===== src/rtl/serial_tx_scheduler_pkg.sv =====
// Shared constants for the serial transmit scheduler: FSM encoding,
// default geometry and the line levels used for frame delimiters.
package serial_tx_scheduler_pkg;

    localparam logic [1:0] ST_IDLE  = 2'd0;
    localparam logic [1:0] ST_START = 2'd1;
    localparam logic [1:0] ST_DATA  = 2'd2;
    localparam logic [1:0] ST_STOP  = 2'd3;

    localparam int DEFAULT_NUM_REQ = 4;
    localparam int DEFAULT_DATA_W  = 8;

    localparam logic START_BIT = 1'b0;
    localparam logic STOP_BIT  = 1'b1;

endpackage


===== src/rtl/serial_tx_scheduler_rr_arbiter.sv =====
// Combinational round-robin picker: scans upward from last_grant+1 (wrapping)
// and returns the first asserted request as a one-hot vector and an index.
module rr_arbiter
    import serial_tx_scheduler_pkg::*;
#(
    parameter int NUM_REQ = DEFAULT_NUM_REQ,
    parameter int IDX_W   = (NUM_REQ > 1) ? $clog2(NUM_REQ) : 1
) (
    input  logic [NUM_REQ-1:0] req,
    input  logic [IDX_W-1:0]   last_grant,
    output logic [NUM_REQ-1:0] winner,
    output logic [IDX_W-1:0]   winner_idx
);

    logic             found;
    logic [IDX_W-1:0] idx;

    // NOTE: every variable written here gets a default first, so no path
    // leaves it unassigned and no latch is inferred.
    always_comb begin
        winner     = '0;
        winner_idx = '0;
        found      = 1'b0;
        idx        = '0;
        for (int off = 1; off <= NUM_REQ; off++) begin
            idx = IDX_W'((int'(last_grant) + off) % NUM_REQ);
            if (!found && req[idx]) begin
                found       = 1'b1;
                winner[idx] = 1'b1;
                winner_idx  = idx;
            end
        end
    end

endmodule


===== src/rtl/serial_tx_scheduler.sv =====
// Round-robin scheduler that serialises one requester's payload at a time
// as start bit, LSB-first data, stop bit, paced by an external bit_tick.
module serial_tx_scheduler
    import serial_tx_scheduler_pkg::*;
#(
    parameter int NUM_REQ = DEFAULT_NUM_REQ,
    parameter int DATA_W  = DEFAULT_DATA_W
) (
    input  logic                      clk,
    input  logic                      rst_n,
    input  logic                      bit_tick,
    input  logic [NUM_REQ-1:0]        req,
    input  logic [NUM_REQ*DATA_W-1:0] req_data,
    output logic [NUM_REQ-1:0]        grant,
    output logic                      dout,
    output logic                      busy,
    output logic                      done
);

    localparam int IDX_W = (NUM_REQ > 1) ? $clog2(NUM_REQ) : 1;
    localparam int CNT_W = (DATA_W > 1) ? $clog2(DATA_W) : 1;

    logic [1:0]         state, state_nxt;
    logic [DATA_W-1:0]  shift, shift_nxt;
    logic [CNT_W-1:0]   bit_cnt, bit_cnt_nxt;
    logic [IDX_W-1:0]   last_grant, last_grant_nxt;
    logic [NUM_REQ-1:0] win_onehot, grant_nxt;
    logic [IDX_W-1:0]   win_idx;
    logic [DATA_W-1:0]  win_payload;
    logic               dout_nxt, done_nxt;

    rr_arbiter #(.NUM_REQ(NUM_REQ), .IDX_W(IDX_W)) u_arb (
        .req        (req),
        .last_grant (last_grant),
        .winner     (win_onehot),
        .winner_idx (win_idx)
    );

    always_comb begin
        win_payload = '0;
        for (int i = 0; i < NUM_REQ; i++)
            if (win_onehot[i]) win_payload = win_payload | req_data[i*DATA_W +: DATA_W];
    end

    always_comb begin
        state_nxt      = state;
        shift_nxt      = shift;
        bit_cnt_nxt    = bit_cnt;
        last_grant_nxt = last_grant;
        grant_nxt      = '0;
        done_nxt       = 1'b0;
        case (state)
            ST_IDLE: if (|req) begin
                shift_nxt      = win_payload;
                grant_nxt      = win_onehot;
                last_grant_nxt = win_idx;
                bit_cnt_nxt    = '0;
                state_nxt      = ST_START;
            end
            ST_START: if (bit_tick) begin
                bit_cnt_nxt = '0;
                state_nxt   = ST_DATA;
            end
            ST_DATA: if (bit_tick) begin
                shift_nxt = shift >> 1;
                // Hold the counter on the last bit so it never wraps mid-frame.
                if (bit_cnt == CNT_W'(DATA_W - 1)) state_nxt = ST_STOP;
                else bit_cnt_nxt = bit_cnt + CNT_W'(1);
            end
            ST_STOP: if (bit_tick) begin
                done_nxt  = 1'b1;
                state_nxt = ST_IDLE;
            end
            default: state_nxt = ST_IDLE;
        endcase
    end

    // The line level is derived from the upcoming state so dout is a flop
    // yet always matches the state it is registered alongside.
    always_comb begin
        case (state_nxt)
            ST_START: dout_nxt = START_BIT;
            ST_DATA:  dout_nxt = shift_nxt[0];
            default:  dout_nxt = STOP_BIT;
        endcase
    end

    // NOTE: sequential state uses non-blocking assignments so every flop
    // samples pre-edge values regardless of statement order.
    always_ff @(posedge clk or negedge rst_n) begin
        if (!rst_n) begin
            state      <= ST_IDLE;
            shift      <= '0;
            bit_cnt    <= '0;
            last_grant <= IDX_W'(NUM_REQ - 1);
            grant      <= '0;
            dout       <= STOP_BIT;
            busy       <= 1'b0;
            done       <= 1'b0;
        end else begin
            state      <= state_nxt;
            shift      <= shift_nxt;
            bit_cnt    <= bit_cnt_nxt;
            last_grant <= last_grant_nxt;
            grant      <= grant_nxt;
            dout       <= dout_nxt;
            busy       <= (state_nxt != ST_IDLE);
            done       <= done_nxt;
        end
    end

endmodule


===== config.mk =====
export PLATFORM = sky130hd
export DESIGN_NAME = serial_tx_scheduler
export DESIGN_NICKNAME = d
export VERILOG_FILES = /design/src/rtl/serial_tx_scheduler_pkg.sv /design/src/rtl/serial_tx_scheduler_rr_arbiter.sv /design/src/rtl/serial_tx_scheduler.sv
export SDC_FILE = /design/constraint.sdc
export NUM_CORES = 1
export LEC_CHECK = 0
export CORE_ASPECT_RATIO = 0.5
export CORE_MARGIN = 4
export CORE_UTILIZATION = 39
export DETAILED_ROUTE_END_ITERATION = 7
export MAX_ROUTING_LAYER = met4
export PLACE_DENSITY_LB_ADDON = 0.25
export REMOVE_ABC_BUFFERS = 1
export SYNTH_ARGS = -nofsm -noshare
export SYNTH_HDL_FRONTEND = slang
export SYNTH_SLANG_ARGS = --single-unit

===== constraint.sdc =====
create_clock -name clk -period 3.1 [get_ports clk]
set_input_delay 0.465 -clock clk [delete_from_list [all_inputs] [get_ports clk]]
set_output_delay 0.465 -clock clk [all_outputs]
set_load 0.005 [all_outputs]

; Word-level counts from Yosys, hierarchy flattened
; Index checks and enable logic that the tools add are counted.
[totals]
rom_bits = 0
in_bits = 39
latchBits = 0
mem_bits_rw = 0
n_memories = 0
output_inout_bits = 7
elab_cells = 106
ff_bits = 22
[classes]
n_reduce_logical = 18
order_cmp = 8
n_eq_ne = 10
n_mul = 0
add_sub_neg = 5
n_div = 0
bitwise = 6
n_shift = 0
n_mux = 50
[ops]
columns = op, n
row1 = $mux W8, 6
row2 = $mux W4, 6
row3 = $or A8 B8 Y8, 3
row4 = $mux W2, 9
row5 = $pmux W8 S2, 1
row6 = $mux W1, 13
row7 = $lt A2 B3 Y1 const B, 4
row8 = $mux W3, 4
row9 = $or A4 B4 Y4, 3
row10 = $pmux W3 S3, 1
row11 = $bmux W1 S2, 4
row12 = $demux W1 S2, 4
row13 = $ge A2 B1 Y1 const B, 4
row14 = $ne A2 B2 Y1 const B, 4
row15 = $pmux W2 S4, 1
row16 = $logic_and A1 B1 Y1, 7
row17 = $eq A2 B2 Y1 const B, 3
row18 = $reduce_and A5 Y1, 1
row19 = $add A2 B1 Y2 const B, 2
row20 = $add A2 B2 Y2 const B, 2
row21 = $eq A2 B1 Y1 const B, 2
row22 = $reduce_bool A2 Y1, 2
row23 = $reduce_or A4 Y1, 1
row24 = $add A3 B1 Y3 const B, 1
row25 = 7 further kinds, 9

; Depth between registers and ports, before layout
; Gate-level depths: netlist of run 1.
[logic_depth]
depth_word = 23
mapped_depth = 10
ltp_nobuf = 8

; Cells and area by module
; From an unflattened synthesis of run 1, not the netlist that was laid out.
[hier_totals]
cells_unflattened = 172
area_unflattened_um2 = 1721.7
[by_module_without_submodules]
columns = mod, area_per_inst_um2, seq_area_each_um2, cells_each, n_inst
row1 = serial_tx_scheduler, 1176.1, 554.3, 104, 1
row2 = rr_arbiter, 545.5, 0.0, 68, 1

; Worst setup path before layout of run 1
; OpenSTA, ideal clock, no wires.
[synth_timing]
kind = register to register
start = register last_grant[1]
end = register shift[0]
required_ns = 2.967
path_stages_with_launch = 10
arrival_ns = 2.630
path_buffers = 2
period_less_slack_ns = 2.763
setup_slack_ns = 0.337
cell_sequence = dfstp_2 clkbuf_1 inv_1 ha_1 mux4_2 mux2_4 a221o_1 buf_6 a22oi_1 o21ai_1
[synth_via]
elab_chain_cells = 22
word_cells_on_any_way = 57
[synth_lines]
columns = item, line_no
row1 = "start, declared", serial_tx_scheduler.sv:26  ; logic [IDX_W-1:0] last_grant, last_grant_nxt;
row2 = "start signal, assigned", serial_tx_scheduler.sv:95  ; last_grant <= IDX_W'(NUM_REQ - 1);
row3 = "start signal, assigned", serial_tx_scheduler.sv:104  ; last_grant <= last_grant_nxt;
row4 = branches (longest 12 deep; another with $lt A2 B3 Y1), -
row5 = $mux W4 *, serial_tx_scheduler_rr_arbiter.sv:27  ; if (!found && req[idx]) begin
row6 = $mux W8, serial_tx_scheduler.sv:42  ; if (win_onehot[i]) win_payload = win_payload | req_data[i*DATA_W +: DATA_W];
row7 = $or A8 B8 Y8, serial_tx_scheduler.sv:42
row8 = $mux W8, serial_tx_scheduler.sv:42
row9 = $or A8 B8 Y8, serial_tx_scheduler.sv:42
row10 = $mux W8, serial_tx_scheduler.sv:42
row11 = $or A8 B8 Y8, serial_tx_scheduler.sv:42
row12 = $mux W8 *, serial_tx_scheduler.sv:42
row13 = $mux W8 *, serial_tx_scheduler.sv:53  ; ST_IDLE: if (|req) begin
row14 = $pmux W8 S2 *, serial_tx_scheduler.sv:52  ; case (state)
row15 = via shift_nxt[0], serial_tx_scheduler.sv:24  ; logic [DATA_W-1:0] shift, shift_nxt;
row16 = "end signal, assigned", serial_tx_scheduler.sv:102  ; shift <= shift_nxt;
row17 = "end, declared", serial_tx_scheduler.sv:24
; Mark *: on every way through the listed nets, which the timed path passes. The select of a mux whose other input is x is not followed.
; A chain may end at the register's enable or synchronous reset.

; Worst setup path in the final report of run 1
[layout_timing]
start = register last_grant[0]
end = register shift[4]
[layout_via]
elab_chain_cells = 22
word_cells_on_any_way = 57
[layout_lines]
columns = item, line_no
row1 = branches (longest 12 deep; another with $lt A2 B3 Y1), -
row2 = $mux W4 *, serial_tx_scheduler_rr_arbiter.sv:27
row3 = $mux W8, serial_tx_scheduler.sv:42
row4 = $or A8 B8 Y8, serial_tx_scheduler.sv:42
row5 = $mux W8, serial_tx_scheduler.sv:42
row6 = $or A8 B8 Y8, serial_tx_scheduler.sv:42
row7 = $mux W8, serial_tx_scheduler.sv:42
row8 = $or A8 B8 Y8, serial_tx_scheduler.sv:42
row9 = $mux W8 *, serial_tx_scheduler.sv:42
row10 = $mux W8 *, serial_tx_scheduler.sv:53
row11 = $pmux W8 S2 *, serial_tx_scheduler.sv:52
; Mark *: on every way between the ends. The select of a mux whose other input is x is not followed.

==> results of run 1 <==
-- per-stage QoR --
stage	cell area (sq um)	util	worst slack, ns
2_1_floorplan	1582	-	0.4750
3_3_place_gp	2137	0.5391	0.2479
3_5_place_dp	2137	0.5391	0.1610
4_1_cts	2208	0.5571	0.1581
5_1_grt	2208	0.5571	0.001089
6_report	2208	0.5571	0.1432
-- worst max-delay path, cell delays in order, from the launching register on --
cell and delay, ns:
sky130_fd_sc_hd__dfstp_2 0.73, sky130_fd_sc_hd__inv_1 0.18, sky130_fd_sc_hd__ha_1 0.39, sky130_fd_sc_hd__mux4_2 0.42, sky130_fd_sc_hd__mux2_4 0.33, sky130_fd_sc_hd__a221o_1 0.48, sky130_fd_sc_hd__a22oi_1 0.22, sky130_fd_sc_hd__o21ai_1 0.08
-- cell type report --
type	count	area share
Multi-Input combinational cell	138	0.4482
Sequential cell	22	0.2510
Timing Repair Buffer	50	0.2210
Tap cell	54	0.03059
Clock buffer	3	0.01870
Inverter	10	0.01700
Clock inverter	1	0.01360
-- registers in the layout, summed over array words and instances (netlist names) --
name	cells
shift	8
grant	4
bit_cnt	3
last_grant	2
state	2
busy	1
done	1
dout	1
-- cell usage in the layout (no fill, tap or decap), types with 6 or more instances in the layout --
cell	count
sky130_fd_sc_hd__clkdlybuf4s50_1	45
sky130_fd_sc_hd__nand2_1	25
sky130_fd_sc_hd__dfrtp_1	19
sky130_fd_sc_hd__o21ai_0	14
sky130_fd_sc_hd__ha_1	10
sky130_fd_sc_hd__inv_1	9
sky130_fd_sc_hd__a22oi_1	8
sky130_fd_sc_hd__a221oi_1	7
sky130_fd_sc_hd__o21ai_1	7
sky130_fd_sc_hd__o22ai_1	6
-- worst max path at each step --
| stage | start | cells past startpoint | end | slack [ns] |
|---|---|---|---|---|
| 3_5_place_dp | last_grant[0] | 7 | shift[4] | 0.16 |
| 2_1_floorplan | last_grant[0] | 7 | shift[0] | 0.48 |
| 6_report | last_grant[0] | 7 | shift[4] | 0.14 |
| 3_3_place_gp | last_grant[0] | 7 | shift[4] | 0.25 |
| 5_1_grt | last_grant[0] | 7 | shift[4] | 0.001 |
| 4_1_cts | last_grant[0] | 7 | shift[4] | 0.16 |
-- cell families after synthesis --
family,share of synthesized area
buffers and inverters,0.04856
adders and majority gates,0.07710
DFF,0.3416
muxes,0.1018
AOI/OAI and AO/OA,0.2490
xor gates and xnor gates,0.01080
and+or+nand+nor,0.1712
-- metal layers --
metal  vias up  global-route usage  part of all wire
met2        40              0.2922              0.51
li1        750                   -                 -
met5         -                   -                 0
met3        10             0.03364             0.040
met4         0             0.04535             0.018
met1       717              0.1983              0.43
-- power by group --
part	internal, mW	switching, mW
logic	0.602	0.697
registers	0.432	0.104
clock network	0.173	0.100
total	1.21	0.901
==> out/results.ini, run 1 <==
[status]
status = finished clean

[global_route]
grt.overflow.total = 0
first_global_vias = 1431
pin_count_of_the_biggest_net_entering_global_routing = 23
grt_usage = 0.1656
grt_first_pass_wirelength_um = 6693
grt_antenna_before_repair = 0

[logic_synthesis]
yosys_most_used_dff = sky130_fd_sc_hd__dfrtp_1
synth_seq_area_share = 0.3416
syn-instance-count = 177
post-synth-top-area-fraction = 0.2930
syn_warnings = 0
netlist-cell-type-count = 45
syn_area_per_cell_sq_um = 9.168
synth_top_area_cell = sky130_fd_sc_hd__dfrtp_1
synth-edff-count = 0
post-synth-top-count-cell = sky130_fd_sc_hd__nand2_1
ys_seq_elements = 22
synthTopCellsByCount = sky130_fd_sc_hd__nand2_1 (25), sky130_fd_sc_hd__dfrtp_1 (19), sky130_fd_sc_hd__o21ai_0 (14)
netlist_area_sq_mm = 0.001623
synth.top_cells.by_area = sky130_fd_sc_hd__dfrtp_1 (29%), sky130_fd_sc_hd__ha_1 (7.7%), sky130_fd_sc_hd__nand2_1 (5.8%)
ys_async_rst_share = 1.000

[hold_path]
instance_count_along_the_most_critical_hold_path = 2
timing.hold.worst.class = reg -> reg
worst_min_path_start = bit_cnt[2]
worstHoldEndpoint = bit_cnt[2]

[route]
drt-pass1-iter-count = 4
antenna_left = 0
drt-total-wl_um = 4013
drt_iter0_markers = 60
post_drt_via_cell_ratio = 5.457
route.detailed.drc = 0
routed-via-count = 1517
post_drt_wl_per_cell_um = 14.44

[critical_path]
critical_path.reg2reg.startpoint = last_grant[0]
reg2regPathDepth = 7
critical_path_arrival_ns = 3.10
setup_slack_on_the_worst_flop_to_flop_path_ns = 0.14
worstPathMaxFanout = 13
end_kind = flip-flop
crit_type = reg -> reg
cp-start-kind = flip-flop
crit_required_ns = 3.25
worstReg2RegEnd = shift[4]

[sta]
slew_headroom = 0.3514
rsz0062_at_grt = false
setup_total_negative_slack_ns = 0
fin_skew_ns = 0.005853
timing.fmax_mhz = 338.2
final_period_minus_worst_setup_slack_ns = 2.957
finalHoldWorstSlack_ns = 0.5452
fin_crit_sh = 0.9538
maxSlewViolCount = 0
final-hold-violation-count = 0
tightestPinTransition_ns = 0.9698
finalSetupViolCount = 0

[clock_tree]
cts.sinks = 22
clk_transition_reported_paths_ns = 0.09
cts-root-buf = sky130_fd_sc_hd__clkbuf_8
cts_hold_repair.buffers = 0
cts_tree = done
worstSkewPairLatency_ns = 0.27
cts_max_path_buffers = 2
cts-htree-levels = 1
tritoncts.num_buffers = 3
post-cts-setup-buffers = 0
cts_resized = 0

[floorplan]
chipHeight_um = 53.62
pin_count = 46
rows = 16
die-area_sq_mm = 0.005320
core_area_sq_mm = 0.003964
die_width_um = 99.23
start_util = 0.4094

[finish]
nNetsFinal = 274
antenna-diode-count = 0
multiInputGateArea_sq_um = 989.7
fraction_of_final_layout_cells_with_drive_strength_greater_than_1 = 0.1116
flow.area_growth_from_synthesis_pct = 36.08
ff_latch_area_sq_um = 554.3
final.fill_count = 355
layoutNonFillerInstCount = 278

[placement]
routability_cong = 0.9005
hpwlAfterDp_um = 3116
port-buffer-count = 45
placed_cells = 274

[run]
max-cap-violations = 0

[power_and_ir_drop]
irDropWorstVdd_mv = 0.4012
p_per_area_mw_per_mm2 = 954.6
power.leakage_nw = 0.9118
totalPowerFinal_mw = 2.108

Power figures use the tool's default switching activity.
==> run 2: changes to the inputs <==
--- a/config.mk
+++ b/config.mk
@@ -11,7 +11,6 @@
 export DETAILED_ROUTE_END_ITERATION = 7
 export MAX_ROUTING_LAYER = met4
 export PLACE_DENSITY_LB_ADDON = 0.25
-export REMOVE_ABC_BUFFERS = 1
 export SYNTH_ARGS = -nofsm -noshare
 export SYNTH_HDL_FRONTEND = slang
 export SYNTH_SLANG_ARGS = --single-unit
==> run 2 against run 1 <==
Via count rose by 0.53%. Combinational power barely moved. Highest routed layer unchanged. Critical endpoint is now shift[0]. Clock power barely moved. Register-to-register slack improved by 0.02 ns. Global-route usage fell by 1.1 points. Total power rose by 0.72%.
==> out/results.ini, run 2 (synthesis gave the netlist of run 1 again) <==
[status]
status = finished clean  ; unchanged

[finish]
mostFrequentLayoutCell = sky130_fd_sc_hd__clkdlybuf4s50_1  ; unchanged
stdcell_area_sq_mm = 0.002223  ; was 0.002208 sq mm
nNetsFinal = 276  ; was 274
fraction_of_final_layout_cells_with_drive_strength_greater_than_1 = 0.1195  ; was 0.1116
reg.largest.list = shift (8), grant (4), bit_cnt (3)  ; unchanged
mostFrequentLayoutCells = sky130_fd_sc_hd__clkdlybuf4s50_1 (45), sky130_fd_sc_hd__nand2_1 (25), sky130_fd_sc_hd__dfrtp_1 (19)  ; unchanged
flow.area_growth_from_synthesis_pct = 37.01  ; was 36.08%
layoutNonFillerInstCount = 280  ; was 278
largest_register = shift  ; unchanged
ff_latch_area_sq_um = 554.3  ; unchanged
multiInputGateArea_sq_um = 989.7  ; unchanged
final.fill_count = 382  ; was 355
largest_reg_flops = 8  ; unchanged
postLayoutCoreUtil = 0.5609  ; was 0.5571
antenna-diode-count = 0  ; unchanged

[power_and_ir_drop]
irDropWorstVdd_mv = 0.4209  ; was 0.4012 mV
power.leakage_nw = 0.9208  ; was 0.9118 nW
p_per_area_mw_per_mm2 = 955.0  ; was 954.6 mW/mm^2
totalPowerFinal_mw = 2.123  ; was 2.108 mW

[global_route]
first_global_vias = 1374  ; was 1431
grt.overflow.total = 0  ; unchanged
grt_usage = 0.1549  ; was 0.1656
grt_first_pass_wirelength_um = 6423  ; was 6693 um
pin_count_of_the_biggest_net_entering_global_routing = 21  ; was 23
grt_antenna_before_repair = 0  ; unchanged

[sta]
fin_skew_ns = 0.001088  ; was 0.005853 ns
rsz0062_at_grt = false  ; unchanged
setup_total_negative_slack_ns = 0  ; unchanged
timing.fmax_mhz = 340.5  ; was 338.2 MHz
fin_crit_sh = 0.9474  ; was 0.9538
final.setup.worst_slack_ns = 0.1632  ; was 0.1432 ns
finalSetupViolCount = 0  ; unchanged
finalHoldWorstSlack_ns = 0.5454  ; was 0.5452 ns
slew_headroom = 0.3403  ; was 0.3514
tightestPinTransition_ns = 0.9819  ; was 0.9698 ns
maxSlewViolCount = 0  ; unchanged
final-hold-violation-count = 0  ; unchanged
final_period_minus_worst_setup_slack_ns = 2.937  ; was 2.957 ns

[floorplan]
die-area_sq_mm = 0.005320  ; unchanged
die_width_um = 99.23  ; unchanged
core_area_sq_mm = 0.003964  ; unchanged
rows = 16  ; unchanged
pin_count = 46  ; unchanged
chipHeight_um = 53.62  ; unchanged
start_util = 0.4094  ; unchanged

[critical_path]
cp-start-kind = flip-flop  ; unchanged
critical_path_arrival_ns = 3.08  ; was 3.10 ns
timing.critical_path.slowest_stage_cell = sky130_fd_sc_hd__dfstp_2  ; unchanged
worstPathMaxFanout = 13  ; unchanged
crit_required_ns = 3.24  ; was 3.25 ns
slowest_delay_ns = 0.72  ; was 0.73 ns
critical-path-top-delay-family = compound AO/OA/AOI/OAI gates  ; unchanged
critical_path_buf_inv_count = 1  ; unchanged
path_cells = inv_1, ha_1, mux4_2, mux2_4, a221o_1, a22oi_1, o21ai_1  ; unchanged
end_kind = flip-flop  ; unchanged
crit_type = reg -> reg  ; unchanged

[placement]
routability_cong = 0.8937  ; was 0.9005
dpl_cell_area_sq_mm = 0.002152  ; was 0.002137 sq mm
hpwlAfterDp_um = 3203  ; was 3116 um
placed_cells = 276  ; was 274
port-buffer-count = 45  ; unchanged
placement.setup.worst_slack_ns = 0.1837  ; was 0.1610 ns

[route]
drt-total-wl_um = 4099  ; was 4013 um
drt_iter0_markers = 43  ; was 60
antenna_left = 0  ; unchanged
post_drt_via_cell_ratio = 5.446  ; was 5.457
routed-via-count = 1525  ; was 1517
drt-pass1-iter-count = 4  ; unchanged
route.detailed.drc = 0  ; unchanged
post_drt_wl_per_cell_um = 14.64  ; was 14.44 um

[clock_tree]
cts_max_path_buffers = 2  ; unchanged
post-cts-setup-buffers = 0  ; unchanged
tritoncts.num_buffers = 3  ; unchanged
cts_hold_repair.buffers = 0  ; unchanged
cts.sinks = 22  ; unchanged
cts-root-buf = sky130_fd_sc_hd__clkbuf_8  ; unchanged
clk_transition_reported_paths_ns = 0.08  ; was 0.09 ns
cts-htree-levels = 1  ; unchanged
cts_resized = 0  ; unchanged
worstSkewPairLatency_ns = 0.26  ; was 0.27 ns
cts_tree = done  ; unchanged

[run]
max-cap-violations = 0  ; unchanged

[hold_path]
timing.hold.worst.class = reg -> reg  ; unchanged

[logic_synthesis]
net_count_after_synthesis = 226

## run 2: cell types whose count changed in the layout (fill, tap and decap cells not counted)
cell	delta
sky130_fd_sc_hd__buf_4	+2
## run 2: worst reg2reg max path, stage by stage, from the launching register on
cell and delay (ns):
sky130_fd_sc_hd__dfstp_2 0.72, sky130_fd_sc_hd__inv_1 0.19, sky130_fd_sc_hd__ha_1 0.38, sky130_fd_sc_hd__mux4_2 0.42, sky130_fd_sc_hd__mux2_4 0.33, sky130_fd_sc_hd__a221o_1 0.46, sky130_fd_sc_hd__a22oi_1 0.24, sky130_fd_sc_hd__o21ai_1 0.08
## run 2: final timing paths
| check | startpoint | endpoint | slack [ns] | depth (start not counted) |
|---|---|---|---|---|
| hold / removal | bit_cnt[1] | bit_cnt[1] | 0.55 | 2 |
| setup / recovery | last_grant[0] | shift[0] | 0.16 | 7 |
| setup reg to reg | last_grant[0] | shift[0] | 0.16 | 7 |
| max in group asynchronous | rst_n | last_grant[1] | 1.73 | 2 |
| min in group asynchronous | rst_n | grant[2] | 0.70 | 1 |
| hold reg to reg | bit_cnt[1] | bit_cnt[1] | 0.55 | 2 |
## run 2: area by class of cell
cell class,instances,area share
Clock inverter,1,0.01351
Tap cell,54,0.03039
Clock buffer,3,0.01857
Timing Repair Buffer,52,0.2262
Multi-Input combinational cell,138,0.4451
Sequential cell,22,0.2493
Inverter,10,0.01688
## run 2: per-layer routing
metal | share of wire | wire, um | up-vias | GRT usage
met5 | 0 | 0 | - | -
met2 | 0.49 | 1994 | 28 | 0.2556
li1 | - | - | 752 | -
met3 | 0.038 | 155 | 2 | 0.02975
met1 | 0.47 | 1924 | 743 | 0.2003
met4 | 0.0061 | 25 | 0 | 0.03855
## run 2: power by group
part	switching [mW]	leakage [nW]	internal, mW
registers	0.106	0.271	0.433
clock network	0.0971	0.0357	0.173
logic	0.708	0.614	0.607
total	0.911	0.921	1.21
==> run 3: changes to the inputs <==
--- a/config.mk
+++ b/config.mk
@@ -9,6 +9,7 @@
 export CORE_MARGIN = 4
 export CORE_UTILIZATION = 39
 export DETAILED_ROUTE_END_ITERATION = 7
+export HOLD_SLACK_MARGIN = 0.02
 export MAX_ROUTING_LAYER = met4
 export PLACE_DENSITY_LB_ADDON = 0.25
 export SYNTH_ARGS = -nofsm -noshare
==> results of run 3 <==
Final layout, timing and power as in run 2 (identical DEF).
